--- config.mk ---
export PLATFORM = sky130hd
export DESIGN_NAME = usb_pkt_engine
export DESIGN_NICKNAME = d
export VERILOG_FILES = /design/src/rtl/usb_pkt_pkg.sv /design/src/rtl/usb_pkt_engine_xform.sv /design/src/rtl/usb_pkt_engine.sv
export SDC_FILE = /design/constraint.sdc
export NUM_CORES = 1
export LEC_CHECK = 0
export ABC_AREA = 1
export BUFFER_PORTS_ARGS = -buffer_cell sky130_fd_sc_hd__buf_2
export CAP_MARGIN = 20
export CORE_MARGIN = 2
export CORE_UTILIZATION = 53
export CTS_CLUSTER_DIAMETER = 60
export CTS_CLUSTER_SIZE = 10
export DETAILED_ROUTE_END_ITERATION = 8
export GPL_ROUTABILITY_DRIVEN = 0
export PLACE_DENSITY = 0.75
export SETUP_SLACK_MARGIN = 0.3
export SLEW_MARGIN = 20
export SYNTH_ARGS = -nofsm -noshare
export SYNTH_HDL_FRONTEND = slang
export SYNTH_SLANG_ARGS = --single-unit
--- constraint.sdc ---
create_clock -name clk -period 1.8 [get_ports clk]
set_input_delay 0.54 -clock clk [delete_from_list [all_inputs] [get_ports clk]]
set_output_delay 0.54 -clock clk [all_outputs]
set_load 0.01 [all_outputs]
--- src/rtl/usb_pkt_pkg.sv ---
// Shared definitions for the USB packet engine: opcodes, default magic
// values, FSM state encoding, header field positions and small helpers.
package usb_pkt_pkg;

    localparam logic [7:0] OP_ECHO = 8'h01;
    localparam logic [7:0] OP_INCR = 8'h02;
    localparam logic [7:0] OP_INV  = 8'h03;

    localparam logic [7:0] DEF_MAGIC_IN  = 8'hA5;
    localparam logic [7:0] DEF_MAGIC_OUT = 8'h5A;

    // Header field slice positions
    localparam int MAGIC_HI = 31;
    localparam int MAGIC_LO = 24;
    localparam int OPC_HI   = 23;
    localparam int OPC_LO   = 16;
    localparam int LEN_HI   = 15;
    localparam int LEN_LO   = 0;

    typedef enum logic [2:0] {
        ST_IDLE,
        ST_HDR,
        ST_PAYLOAD,
        ST_TRAILER,
        ST_DISCARD
    } state_t;

    // True for opcodes the transform block understands
    function automatic logic op_known(input logic [7:0] op);
        return (op == OP_ECHO) || (op == OP_INCR) || (op == OP_INV);
    endfunction

    // Increment that sticks at all-ones
    function automatic logic [15:0] sat_inc16(input logic [15:0] v);
        return (v == 16'hFFFF) ? v : v + 16'd1;
    endfunction

endpackage

--- src/rtl/usb_pkt_engine_xform.sv ---
// Combinational per-word payload transform selected by opcode.
module pkt_xform
    import usb_pkt_pkg::*;
(
    input  logic [7:0]  opcode,
    input  logic [31:0] word,
    output logic [31:0] result
);

    logic [31:0] incr_word;

    // Each byte increments independently; no carry crosses byte lanes
    generate
        for (genvar gi = 0; gi < 4; gi++) begin : g_byte
            assign incr_word[gi*8 +: 8] = word[gi*8 +: 8] + 8'd1;
        end
    endgenerate

    // Select the transform for the latched opcode
    always_comb begin
        result = word;
        case (opcode)
            OP_INCR: result = incr_word;
            OP_INV:  result = ~word;
            default: result = word;
        endcase
    end

endmodule

--- src/rtl/usb_pkt_engine.sv ---
// Command packet parser/responder between the FT601 receive and transmit
// paths. Emits header, transformed payload and XOR trailer per request.
module usb_pkt_engine
    import usb_pkt_pkg::*;
#(
    parameter logic [7:0] MAGIC_IN  = DEF_MAGIC_IN,
    parameter logic [7:0] MAGIC_OUT = DEF_MAGIC_OUT
)(
    input  logic        clk,
    input  logic        reset,
    input  logic [31:0] in_data,
    input  logic        in_valid,
    output logic        in_ready,
    output logic [31:0] out_data,
    output logic        out_valid,
    input  logic        out_ready,
    output logic [15:0] pkt_cnt,
    output logic [15:0] err_cnt,
    output logic        busy
);

    state_t      state_reg;
    logic [7:0]  opcode_reg;
    logic [15:0] remain_reg;
    logic [31:0] csum_reg;
    logic [31:0] out_data_reg;
    logic        out_valid_reg;
    logic [15:0] pkt_cnt_reg;
    logic [15:0] err_cnt_reg;

    logic        out_free;
    logic        ready_by_state;
    logic [31:0] xf_word;

    wire [7:0]  hdr_magic = in_data[MAGIC_HI:MAGIC_LO];
    wire [7:0]  hdr_op    = in_data[OPC_HI:OPC_LO];
    wire [15:0] hdr_len   = in_data[LEN_HI:LEN_LO];

    pkt_xform u_xform (
        .opcode (opcode_reg),
        .word   (in_data),
        .result (xf_word)
    );

    // Output register can take a new word when empty or being drained now
    assign out_free = ~out_valid_reg | out_ready;

    // Input acceptance per state; held low while in reset
    always_comb begin
        ready_by_state = 1'b0;
        case (state_reg)
            ST_IDLE:    ready_by_state = 1'b1;
            ST_DISCARD: ready_by_state = 1'b1;
            ST_PAYLOAD: ready_by_state = out_free;
            default:    ready_by_state = 1'b0;
        endcase
    end

    assign in_ready  = reset & ready_by_state;
    assign out_data  = out_data_reg;
    assign out_valid = out_valid_reg;
    assign pkt_cnt   = pkt_cnt_reg;
    assign err_cnt   = err_cnt_reg;
    assign busy      = (state_reg != ST_IDLE);

    // Main FSM with remaining-word counter, checksum and output register
    always_ff @(negedge clk or negedge reset) begin
        if (!reset) begin
            state_reg     <= ST_IDLE;
            opcode_reg    <= 8'h00;
            remain_reg    <= 16'h0000;
            csum_reg      <= 32'h0;
            out_data_reg  <= 32'h0;
            out_valid_reg <= 1'b0;
            pkt_cnt_reg   <= 16'h0000;
            err_cnt_reg   <= 16'h0000;
        end else begin
            // Drop valid after a handshake unless something is reloaded below
            if (out_valid_reg && out_ready)
                out_valid_reg <= 1'b0;

            case (state_reg)
                ST_IDLE: begin
                    if (in_valid) begin
                        if (hdr_magic != MAGIC_IN) begin
                            err_cnt_reg <= sat_inc16(err_cnt_reg);
                        end else if (!op_known(hdr_op)) begin
                            err_cnt_reg <= sat_inc16(err_cnt_reg);
                            remain_reg  <= hdr_len;
                            if (hdr_len != 16'h0000)
                                state_reg <= ST_DISCARD;
                        end else begin
                            opcode_reg <= hdr_op;
                            remain_reg <= hdr_len;
                            state_reg  <= ST_HDR;
                        end
                    end
                end
                ST_HDR: begin
                    if (out_free) begin
                        out_data_reg  <= {MAGIC_OUT, opcode_reg, remain_reg};
                        out_valid_reg <= 1'b1;
                        csum_reg      <= 32'h0;
                        state_reg     <= (remain_reg != 16'h0000) ? ST_PAYLOAD : ST_TRAILER;
                    end
                end
                ST_PAYLOAD: begin
                    if (in_valid && out_free) begin
                        out_data_reg  <= xf_word;
                        out_valid_reg <= 1'b1;
                        csum_reg      <= csum_reg ^ xf_word;
                        remain_reg    <= remain_reg - 16'd1;
                        if (remain_reg == 16'd1)
                            state_reg <= ST_TRAILER;
                    end
                end
                ST_TRAILER: begin
                    if (out_free) begin
                        out_data_reg  <= csum_reg;
                        out_valid_reg <= 1'b1;
                        pkt_cnt_reg   <= sat_inc16(pkt_cnt_reg);
                        state_reg     <= ST_IDLE;
                    end
                end
                ST_DISCARD: begin
                    if (in_valid) begin
                        remain_reg <= remain_reg - 16'd1;
                        if (remain_reg == 16'd1)
                            state_reg <= ST_IDLE;
                    end
                end
                default: state_reg <= ST_IDLE;
            endcase
        end
    end

endmodule

==> flow_summary.toml, run 1 <==
[logic_synthesis]
synthTopCellsByArea = "dfrtn_1, nand2_1, nand3_1"
syn-mean-instance-area_um2 = 6.717
ys.warnings.count = 0
synth_cell_types = 31
synth_nets = 1236
ys_seq_elements = 124
synth_area_leader_cell = "dfrtn_1"
yosysSeqAreaShare_pct = 38.95
async_flop_share_pct = 100.0
ys.flop_type = "dfrtn_1"
synth_edf_count = 0
syn_area_um2 = 7966
syn_inst = 1186
synth.top_cell.area_share_pct = 38.95

[die]
initial_core_util_pct = 54.61
die_y_um = 126.6
placementRows = 44
die_x_um = 126.6
io_pins = 103

[clocking]
root_buffer = "clkbuf_16"
h-tree-depth = 4
cts_num_sinks = 124
cts_buffer_depth = 2
cts.hold.buffers_added = 0
numCtsBuffers = 17

[run_status]
stop_error = "[ERROR DPL-0038] Utilization greater than 100%, impossible to legalize"
stop_stage = "5_1_grt"
status = "stopped before the end"

[timing]
grt-worst-endpoint = "in_ready"
worst-ep-kind = "output port"

[placement]
numPortBuffers = 102
dp_hpwl_um = 18150
post-place-ws_ps = -1172

[grt]
grt_max_degree = 30
==> synthesized netlist by cell type, types with 15 or more instances <==
cell	instances
dfrtn_1	124
inv_1	140
xor2_1	22
o21ai_0	61
nor3_1	16
nand4_1	15
nand2_1	328
a21oi_1	57
buf_2	20
nor2_1	165
o22ai_1	16
nand3_1	137
==> through the flow <==
step	instances	cell area (µm²)	utilization, %
4_1_cts	1710	12930	88.61
3_3_place_gp	1613	10590	72.57
2_1_floorplan	1186	8627	-
3_5_place_dp	1613	10590	72.57
==> cells by family after synthesis <==
group	synth area share [%]
simple gates	35.51
xor+xnor	3.958
compound gates	9.973
buf+inv	9.408
fa+ha+maj	2.199
flops	38.95
==> repair_timing <==
item                       4_1_cts
buffers inserted                49
setup endpoints to repair      191
pin swaps                      114
gates cloned                    16
gates resized for setup        291
==> run 2, diff against run 1 <==
--- a/config.mk
+++ b/config.mk
@@ -9,13 +9,10 @@
 export BUFFER_PORTS_ARGS = -buffer_cell sky130_fd_sc_hd__buf_2
 export CAP_MARGIN = 20
 export CORE_MARGIN = 2
-export CORE_UTILIZATION = 53
-export CTS_CLUSTER_DIAMETER = 60
-export CTS_CLUSTER_SIZE = 10
+export CORE_UTILIZATION = 40
 export DETAILED_ROUTE_END_ITERATION = 8
 export GPL_ROUTABILITY_DRIVEN = 0
-export PLACE_DENSITY = 0.75
-export SETUP_SLACK_MARGIN = 0.3
+export PLACE_DENSITY_LB_ADDON = 0.15
 export SLEW_MARGIN = 20
 export SYNTH_ARGS = -nofsm -noshare
 export SYNTH_HDL_FRONTEND = slang
==> constraint.sdc (replaced) <==
create_clock -name clk -period 2.35 [get_ports clk]
set_input_delay 0.705 -clock clk [delete_from_list [all_inputs] [get_ports clk]]
set_output_delay 0.705 -clock clk [all_outputs]
set_load 0.01 [all_outputs]
==> run 2 against run 1 <==
Compared with the run above: the flow now finishes, with violations (setup timing); synthesized cell count did not move; area after synthesis unchanged.
==> flow_summary.toml, run 2 <==
[logic_synthesis]
synth_cell_types = 31
ys_top_cells_by_count = "nand2_1, nor2_1, inv_1"
synth_compound_area_share_pct = 9.973
syn-mean-instance-area_um2 = 6.717
async_flop_share_pct = 100.0
synthTopCellsByArea = "dfrtn_1, nand2_1, nand3_1"
synth.top_cell.area_share_pct = 38.95
syn_area_um2 = 7966
synth_area_leader_cell = "dfrtn_1"
yosys.area_share.simple_pct = 35.51
ys.warnings.count = 0
synth.most_common_cell = "nand2_1"
synth_nets = 1236
synth_top_family_by_area = "simple AND/OR/NAND/NOR gates"
synthXorXnorAreaFrac_pct = 3.958
ys_seq_elements = 124
syn_inst = 1186
ys.flop_type = "dfrtn_1"
synth_edf_count = 0
synth_fa_ha_area_share_pct = 2.199
yosysSeqAreaShare_pct = 38.95
synth.area.mux_share_pct = 0

[clocking]
root_buffer = "clkbuf_16"
cts_num_sinks = 124
clk_latency_ps = 400
cts_tree = "done"
clk_pin_slew_worst_paths_ps = 40
cts_buffer_depth = 2
numCtsBuffers = 17
cts.hold.buffers_added = 0
h-tree-depth = 4

[detailed_routing]
ant_nets = 0
drt_pass1_iterations = 7
drc_errors = 0
initialDrtViolationCount = 657
vias = 9346
viasPerCell = 5.181
routed_wl_um = 29950
wl_per_cell_um = 16.60

[grt]
grt_pass1_wl_um = 46370
antenna_found_initial = 0
grtUsageTotal_pct = 27.42
grt_pass1_vias = 9162
grt_overflow = 0
grt_max_degree = 43

[cells_and_area]
syn_to_final_growth_pct = 69.77
n_antenna_cell = 0
final_net_count = 1576
finalNonFillerCells = 1804
mostFrequentLayoutCells = "nand2_1, buf_4, dfrtn_1"
final_layout_size_suffix_gt1_share_pct = 44.12
layout_commonest_cell = "nand2_1"
fin_util_pct = 69.26
fillCellCount = 1520

[die]
die_y_um = 145.1
dieArea_um2 = 21060
io_pins = 103
initial_core_util_pct = 40.80
placementRows = 51
die_x_um = 145.1
core_area_um2 = 19530

[timing]
setup_violations = 190
setup_ws_ps = -980.6
tightest_slew_ps = 566.7
grt_setup_unrepaired = "yes"
fin_tns_setup_ps = -78330
relSlewSlack_pct = 61.97
hold_viol = 0
fin_skew_ps = 5.481
finalMaxSlewViolations = 0

[run_status]
status = "complete, but fails checks"
violations = "setup timing"

[worst_setup_path]
cp-end-kind = "output pin"
start_kind = "flop"
setup.worst_path.class = "flop to output pin"
ff2ff_setup_slack_ps = -200
worst-path-max-fanout = 3
critPathRequiredTime_ps = 1640
worstPathArrival_ps = 2630

[placement]
numPortBuffers = 102
post-place-ws_ps = -1072
dp_hpwl_um = 18420
post-place-cells = 1679

[min_path]
hp-class = "flop to flop"

[power_and_ir_drop]
p_per_area_nw_per_um2 = 898.1
p_leak_nw = 6.605
irDropWorstVdd_uv = 640.7

[job]
max_cap_violations = 0
run 2: cell counts after synthesis:
No cell type changed its count.
run 2: cells by family (layout without fill, tap and decap cells):
family          after synthesis  after routing
compound gates              148            148
fa+ha+maj                    14             14
simple gates                677            677
xor+xnor                     36             36
buf+inv                     187            540
flops                       124            124
run 2: power breakdown:
part,leakage (nW),internal (mW),switching [mW]
combinational,4.81,2.67,3.13
sequential,1.50,2.97,0.579
clock,0.291,1.69,1.11
total,6.61,7.33,4.82
run 2: per-layer routing:
metal / global-route usage (%) / up-vias / routed length, µm
met3: 4.528 / 77 / 1942
li1: - / 4493 / -
met2: 46.60 / 363 / 14560
met4: 9.755 / 0 / 923
met1: 35.36 / 4413 / 12530
met5: 0 / - / 0
run 2: final cells by class:
type                    instances  area, µm²  share of cell area, %
multi-input cells             875       5445                  40.26
inverters                     146      649.4                  4.802
repair inverters                2      20.02                 0.1480
clock inverters                15      187.7                  1.388
repair buffers                360       3362                  24.86
flip-flops and latches        124       3103                  22.94
clock buffers                  17      425.4                  3.146
well taps                     265      331.6                  2.452
run 2: per-stage QoR:
step	power, mW	area, µm²	hold slack [ps]
finish	12.15	13520	440.4
global route	12.88	13520	470.0
CTS	11.40	12830	446.1
detailed placement	7.681	10560	436.6
global placement	7.601	10560	438.9
floorplan	6.074	8622	431.3
run 2: repair_timing:
| item | CTS | global route |
|---|---|---|
| gates resized for setup | 279 | 102 |
| setup buffers | 50 | 32 |
| gates cloned | 12 | 4 |
| hold endpoints to repair | 0 | 0 |
| endpoints found under the setup margin | 190 | 190 |
| pin swaps | 112 | 24 |
run 2: path summary, 6_finish.rpt:
path	from	end	depth (start not counted)
worst max-delay path	state_reg[1]	in_ready	5
worst min-delay path	out_data[25]	out_data[25]	2
worst max register to register	state_reg[1]	remain_reg[5]	11
worst min register to register	out_data[25]	out_data[25]	2
max in group asynchronous	reset	out_data[7]	2
min in group asynchronous	reset	err_cnt[2]	1
run 2: worst max-delay path, cell delays in order, from the launching register on:
cell     delay [ps]
dfrtn_1         490
nand2_2         110
nor2_4          150
nor2_4           60
nor2_4          120
buf_6           120
No activity file was read; power rests on OpenSTA's default activity.
==> run 3, diff against run 2 <==
--- a/config.mk
+++ b/config.mk
@@ -11,7 +11,6 @@
 export CORE_MARGIN = 2
 export CORE_UTILIZATION = 40
 export DETAILED_ROUTE_END_ITERATION = 8
-export GPL_ROUTABILITY_DRIVEN = 0
 export PLACE_DENSITY_LB_ADDON = 0.15
 export SLEW_MARGIN = 20
 export SYNTH_ARGS = -nofsm -noshare
==> constraint.sdc (replaced) <==
create_clock -name clk -period 2.7 [get_ports clk]
set_input_delay 0.81 -clock clk [delete_from_list [all_inputs] [get_ports clk]]
set_output_delay 0.81 -clock clk [all_outputs]
set_load 0.01 [all_outputs]
==> run 3 against run 2 <==
Compared with the run above: global-route usage is 0.69 points higher; worst hold slack better by 17 ps; flip-flop and latch count is the same; utilization is 0.25 points higher; final cell count shrank 0.67%; final area is 0.36% higher; critical path depth is the same; highest routed layer unchanged; the flow still finishes with violations (setup timing).
==> flow_summary.toml, run 3 (same netlist as run 2, synthesis figures left out) <==
[worst_setup_path]
start_kind = "flop"
ff2ff_path_depth = 8
reg2reg_to = "out_data[1]"
critPathRequiredTime_ps = 1890
worstPathArrival_ps = 2810
cpMostUsedCell = "nor2_4"
cp-end-kind = "output pin"
ff2ff_setup_slack_ps = 220
setup.worst_path.class = "flop to output pin"
crit_chain = "nand2_2 -> nor2_4 -> nor2_4 -> nor2_4 -> buf_6"
crit_end = "in_ready"
slowest_delay_ps = 490
worst-path-max-fanout = 3
r2r_start = "state_reg[1]"
slowest_stage = "dfrtn_1"
crit_start = "state_reg[1]"

[cells_and_area]
layout_commonest_cell = "nand2_1"
n_antenna_cell = 0
mostFrequentLayoutCells = "nand2_1, buf_4, dfrtn_1"
final_layout_size_suffix_gt1_share_pct = 45.78
stdcell_area_um2 = 13570
syn_to_final_growth_pct = 70.38
final_net_count = 1564
finalNonFillerCells = 1792

[clocking]
clk_pin_slew_worst_paths_ps = 50
cts.hold.buffers_added = 0
cts_buffer_depth = 2
root_buffer = "clkbuf_16"
clk_latency_ps = 410
h-tree-depth = 4
numCtsBuffers = 17
cts_tree = "done"
cts_num_sinks = 124

[timing]
setup_ws_ps = -917.2
fin_skew_ps = 6.516
hold_viol = 0
fin_tns_setup_ps = -65100
grt_setup_unrepaired = "yes"
finalMaxSlewViolations = 0
setup_violations = 190
relSlewSlack_pct = 36.38
tightest_slew_ps = 953.2

[grt]
grt_overflow = 0
antenna_found_initial = 0
grt_pass1_vias = 9133
grtUsageTotal_pct = 28.10
grt_max_degree = 41
grt_pass1_wl_um = 47250

[die]
core_area_um2 = 19530
die_y_um = 145.1
io_pins = 103
dieArea_um2 = 21060
placementRows = 51
initial_core_util_pct = 40.80
die_x_um = 145.1

[detailed_routing]
viasPerCell = 5.188
ant_nets = 0
vias = 9296
drt_pass1_iterations = 5
wl_per_cell_um = 16.83
drc_errors = 0
routed_wl_um = 30150
initialDrtViolationCount = 622

[power_and_ir_drop]
irDropWorstVdd_uv = 581.1
p_leak_nw = 6.638
p_per_area_nw_per_um2 = 807.7

[run_status]
violations = "setup timing"
status = "complete, but fails checks"

[min_path]
hp-class = "flop to flop"

[placement]
dpl-instance-area_um2 = 10450
dp_hpwl_um = 18430
gp_congestion = 0.9072
numPortBuffers = 102
post-place-cells = 1671

[job]
max_cap_violations = 0
## run 3: worst min-delay path by stage
stage	end	from	depth (start not counted)
6_report	csum_reg[16]	csum_reg[16]	3
5_1_grt	csum_reg[16]	csum_reg[16]	3
4_1_cts	remain_reg[15]	remain_reg[15]	2
3_5_place_dp	out_data[30]	out_data[30]	2
3_3_place_gp	out_data[30]	out_data[30]	2
2_1_floorplan	remain_reg[15]	remain_reg[15]	2
## run 3: final cells by class
type | count | area [µm²]
Inverter | 146 | 650.6
Timing Repair Buffer | 342 | 3054
Clock buffer | 19 | 452.9
Tap cell | 265 | 331.6
Clock inverter | 13 | 211.5
Sequential cell | 124 | 3103
Multi-Input combinational cell | 876 | 5667
Timing Repair inverter | 7 | 102.6
Fill cell | 1554 | 5953
## run 3: timing repair
action                                  CTS  global route
endpoints found under the setup margin  190           190
cloned                                   16             0
buffers inserted                         54            28
resized for setup                       311           120
pin swaps                                86            69
## run 3: worst max-delay path, delay by kind of cell (launching register included)
family / cells / cell delay [ps]
buffers and inverters: 1 / 120
DFF: 1 / 490
and+or+nand+nor: 4 / 430
## run 3: metrics by stage
stage | total power, mW | hold slack (ps) | setup WS (ps) | util (%)
5_1_grt | 11.58 | 507.0 | -946.8 | 69.51
6_report | 10.96 | 457.5 | -917.2 | 69.51
2_1_floorplan | 5.284 | 431.3 | -529.4 | -
3_5_place_dp | 6.603 | 438.3 | -1002 | 53.52
3_3_place_gp | 6.521 | 434.7 | -972.3 | 53.52
4_1_cts | 10.41 | 459.5 | -926.5 | 66.28
## run 3: metal layers
layer / share of wire [%] / GRT usage [%]
met1: 42 / 36.59
met2: 49 / 46.79
met4: 2.4 / 9.853
met5: 0 / 0
met3: 6.3 / 5.503
## run 3: where the power goes
part           switching, mW  internal (mW)
combinational           2.88           2.33
clock                  0.937           1.69
sequential             0.534           2.59
==> run 4, diff against run 3 <==
--- a/config.mk
+++ b/config.mk
@@ -12,6 +12,7 @@
 export CORE_UTILIZATION = 40
 export DETAILED_ROUTE_END_ITERATION = 8
 export PLACE_DENSITY_LB_ADDON = 0.15
+export SKIP_CTS_REPAIR_TIMING = 1
 export SLEW_MARGIN = 20
 export SYNTH_ARGS = -nofsm -noshare
 export SYNTH_HDL_FRONTEND = slang
==> run 4 against run 3 <==
Compared with the run above: the flow still finishes with violations (setup timing); die area is the same; clock power about the same; via count shrank 2.2%; sequential power about the same; final area down 5.2%; combinational power fell by 10%; largest cell class unchanged; largest power group unchanged.
==> flow_summary.toml, run 4 (same netlist as run 2, synthesis figures left out) <==
[worst_setup_path]
crit_chain = "nand2_2 -> nor2_4 -> nor2_4 -> nor2_4 -> buf_6"
slowest_stage = "dfrtn_1"
cpMostUsedCell = "nor2_4"
worstPathArrival_ps = 2800
critPathRequiredTime_ps = 1890
worst-path-max-fanout = 3
slowest_delay_ps = 490
cp-end-kind = "output pin"
start_kind = "flop"
setup.worst_path.class = "flop to output pin"

[timing]
fin_tns_setup_ps = -57050
setup_violations = 190
grt_setup_unrepaired = "yes"
tightest_slew_ps = 940.0
hold_viol = 0
setup_ws_ps = -906.7
relSlewSlack_pct = 37.26
holdWs_ps = 456.7
fin_skew_ps = 6.544
finalMaxSlewViolations = 0

[cells_and_area]
regArea_um2 = 3103
syn_to_final_growth_pct = 61.44
layout_commonest_cell = "nand2_1"
fillCellCount = 1678
mostFrequentLayoutCells = "nand2_1, buf_4, nor2_1"
final_net_count = 1536
final_layout_size_suffix_gt1_share_pct = 42.09
n_antenna_cell = 0
stdcell_area_um2 = 12860
multi_input_comb_area_um2 = 5421

[detailed_routing]
routed_wl_um = 28420
wl_per_cell_um = 16.11
initialDrtViolationCount = 522
drc_errors = 0
vias = 9094
viasPerCell = 5.155
drt_pass1_iterations = 5
ant_nets = 0

[die]
die_x_um = 145.1
die_y_um = 145.1
initial_core_util_pct = 40.80
placementRows = 51
dieArea_um2 = 21060
io_pins = 103
core_area_um2 = 19530

[power_and_ir_drop]
p_per_area_nw_per_um2 = 809.9
power_frac_seq_pct = 29.7
p_comb_share_pct = 45.1
swShare_pct = 39.17
p_leak_nw = 6.350
clkPwrFrac_pct = 25.3
p_int_mw = 6.337
p_total_mw = 10.42
p_sw_mw = 4.080
irDropWorstVdd_uv = 577.9

[clocking]
numCtsBuffers = 17
cts_num_sinks = 124
clk_latency_ps = 400
root_buffer = "clkbuf_16"
cts_tree = "done"
cts_buffer_depth = 2
clk_pin_slew_worst_paths_ps = 50
h-tree-depth = 4

[placement]
dp_hpwl_um = 18430
numPortBuffers = 102
dpl-instance-area_um2 = 10450
gp_congestion = 0.9072

[grt]
grt_max_degree = 41
antenna_found_initial = 0
grt_pass1_vias = 8279
grtUsageTotal_pct = 24.46
grt_pass1_wl_um = 41720
grt_overflow = 0

[run_status]
status = "complete, but fails checks"
violations = "setup timing"

[job]
max_cap_violations = 0

[min_path]
hp-class = "flop to flop"
## run 4: final timing paths
| check | endpoint | start | cells past startpoint | slack, ps |
|---|---|---|---|---|
| hold / removal | csum_reg[16] | csum_reg[16] | 3 | 460 |
| hold reg to reg | csum_reg[16] | csum_reg[16] | 3 | 460 |
| max in group asynchronous | out_data[31] | reset | 2 | 750 |
| setup reg to reg | out_data[22] | state_reg[1] | 8 | 260 |
| min in group asynchronous | out_data[7] | reset | 1 | 1460 |
| setup / recovery | in_ready | state_reg[1] | 5 | -910 |
## run 4: critical path: cells and delay by family, from the launching register on
family                 cells  cell delay [ps]
buffers and inverters      1              120
and+or+nand+nor            4              430
DFF                        1              490
## run 4: metal layers
metal | track usage [%] | vias to the layer above | wire [µm]
met5 | 0 | - | 0
met4 | 7.647 | 0 | 664
met3 | 4.308 | 53 | 1605
met2 | 40.07 | 267 | 13790
met1 | 33.09 | 4362 | 12360
li1 | - | 4412 | -
## run 4: metrics by stage
step	instances	setup WS [ps]	util (%)
2_1_floorplan	1186	-529.4	-
3_3_place_gp	1671	-972.3	53.52
3_5_place_dp	1671	-1002	53.52
4_1_cts	1703	-1002	56.92
5_1_grt	1764	-945.2	65.87
6_report	1764	-906.7	65.87
## run 4: power by group through the flow
| stage | sequential (mW) | combinational (mW) | clock (mW) |
|---|---|---|---|
| 2_1_floorplan | 3.16 | 2.12 | 0 |
| 4_1_cts | 3.04 | 3.57 | 2.65 |
| 3_5_place_dp | 3.07 | 3.54 | 0 |
| 6_report | 3.09 | 4.69 | 2.63 |
| 3_3_place_gp | 3.04 | 3.48 | 0 |
| 5_1_grt | 3.17 | 5.17 | 2.72 |
## run 4: final cells by class
cell class / count / share of cell area [%]
Multi-Input combinational cell: 877 / 42.15
Sequential cell: 124 / 24.13
Timing Repair Buffer: 316 / 20.57
Inverter: 146 / 5.098
Clock buffer: 19 / 3.522
Tap cell: 265 / 2.578
Clock inverter: 13 / 1.644
Timing Repair inverter: 4 / 0.3113
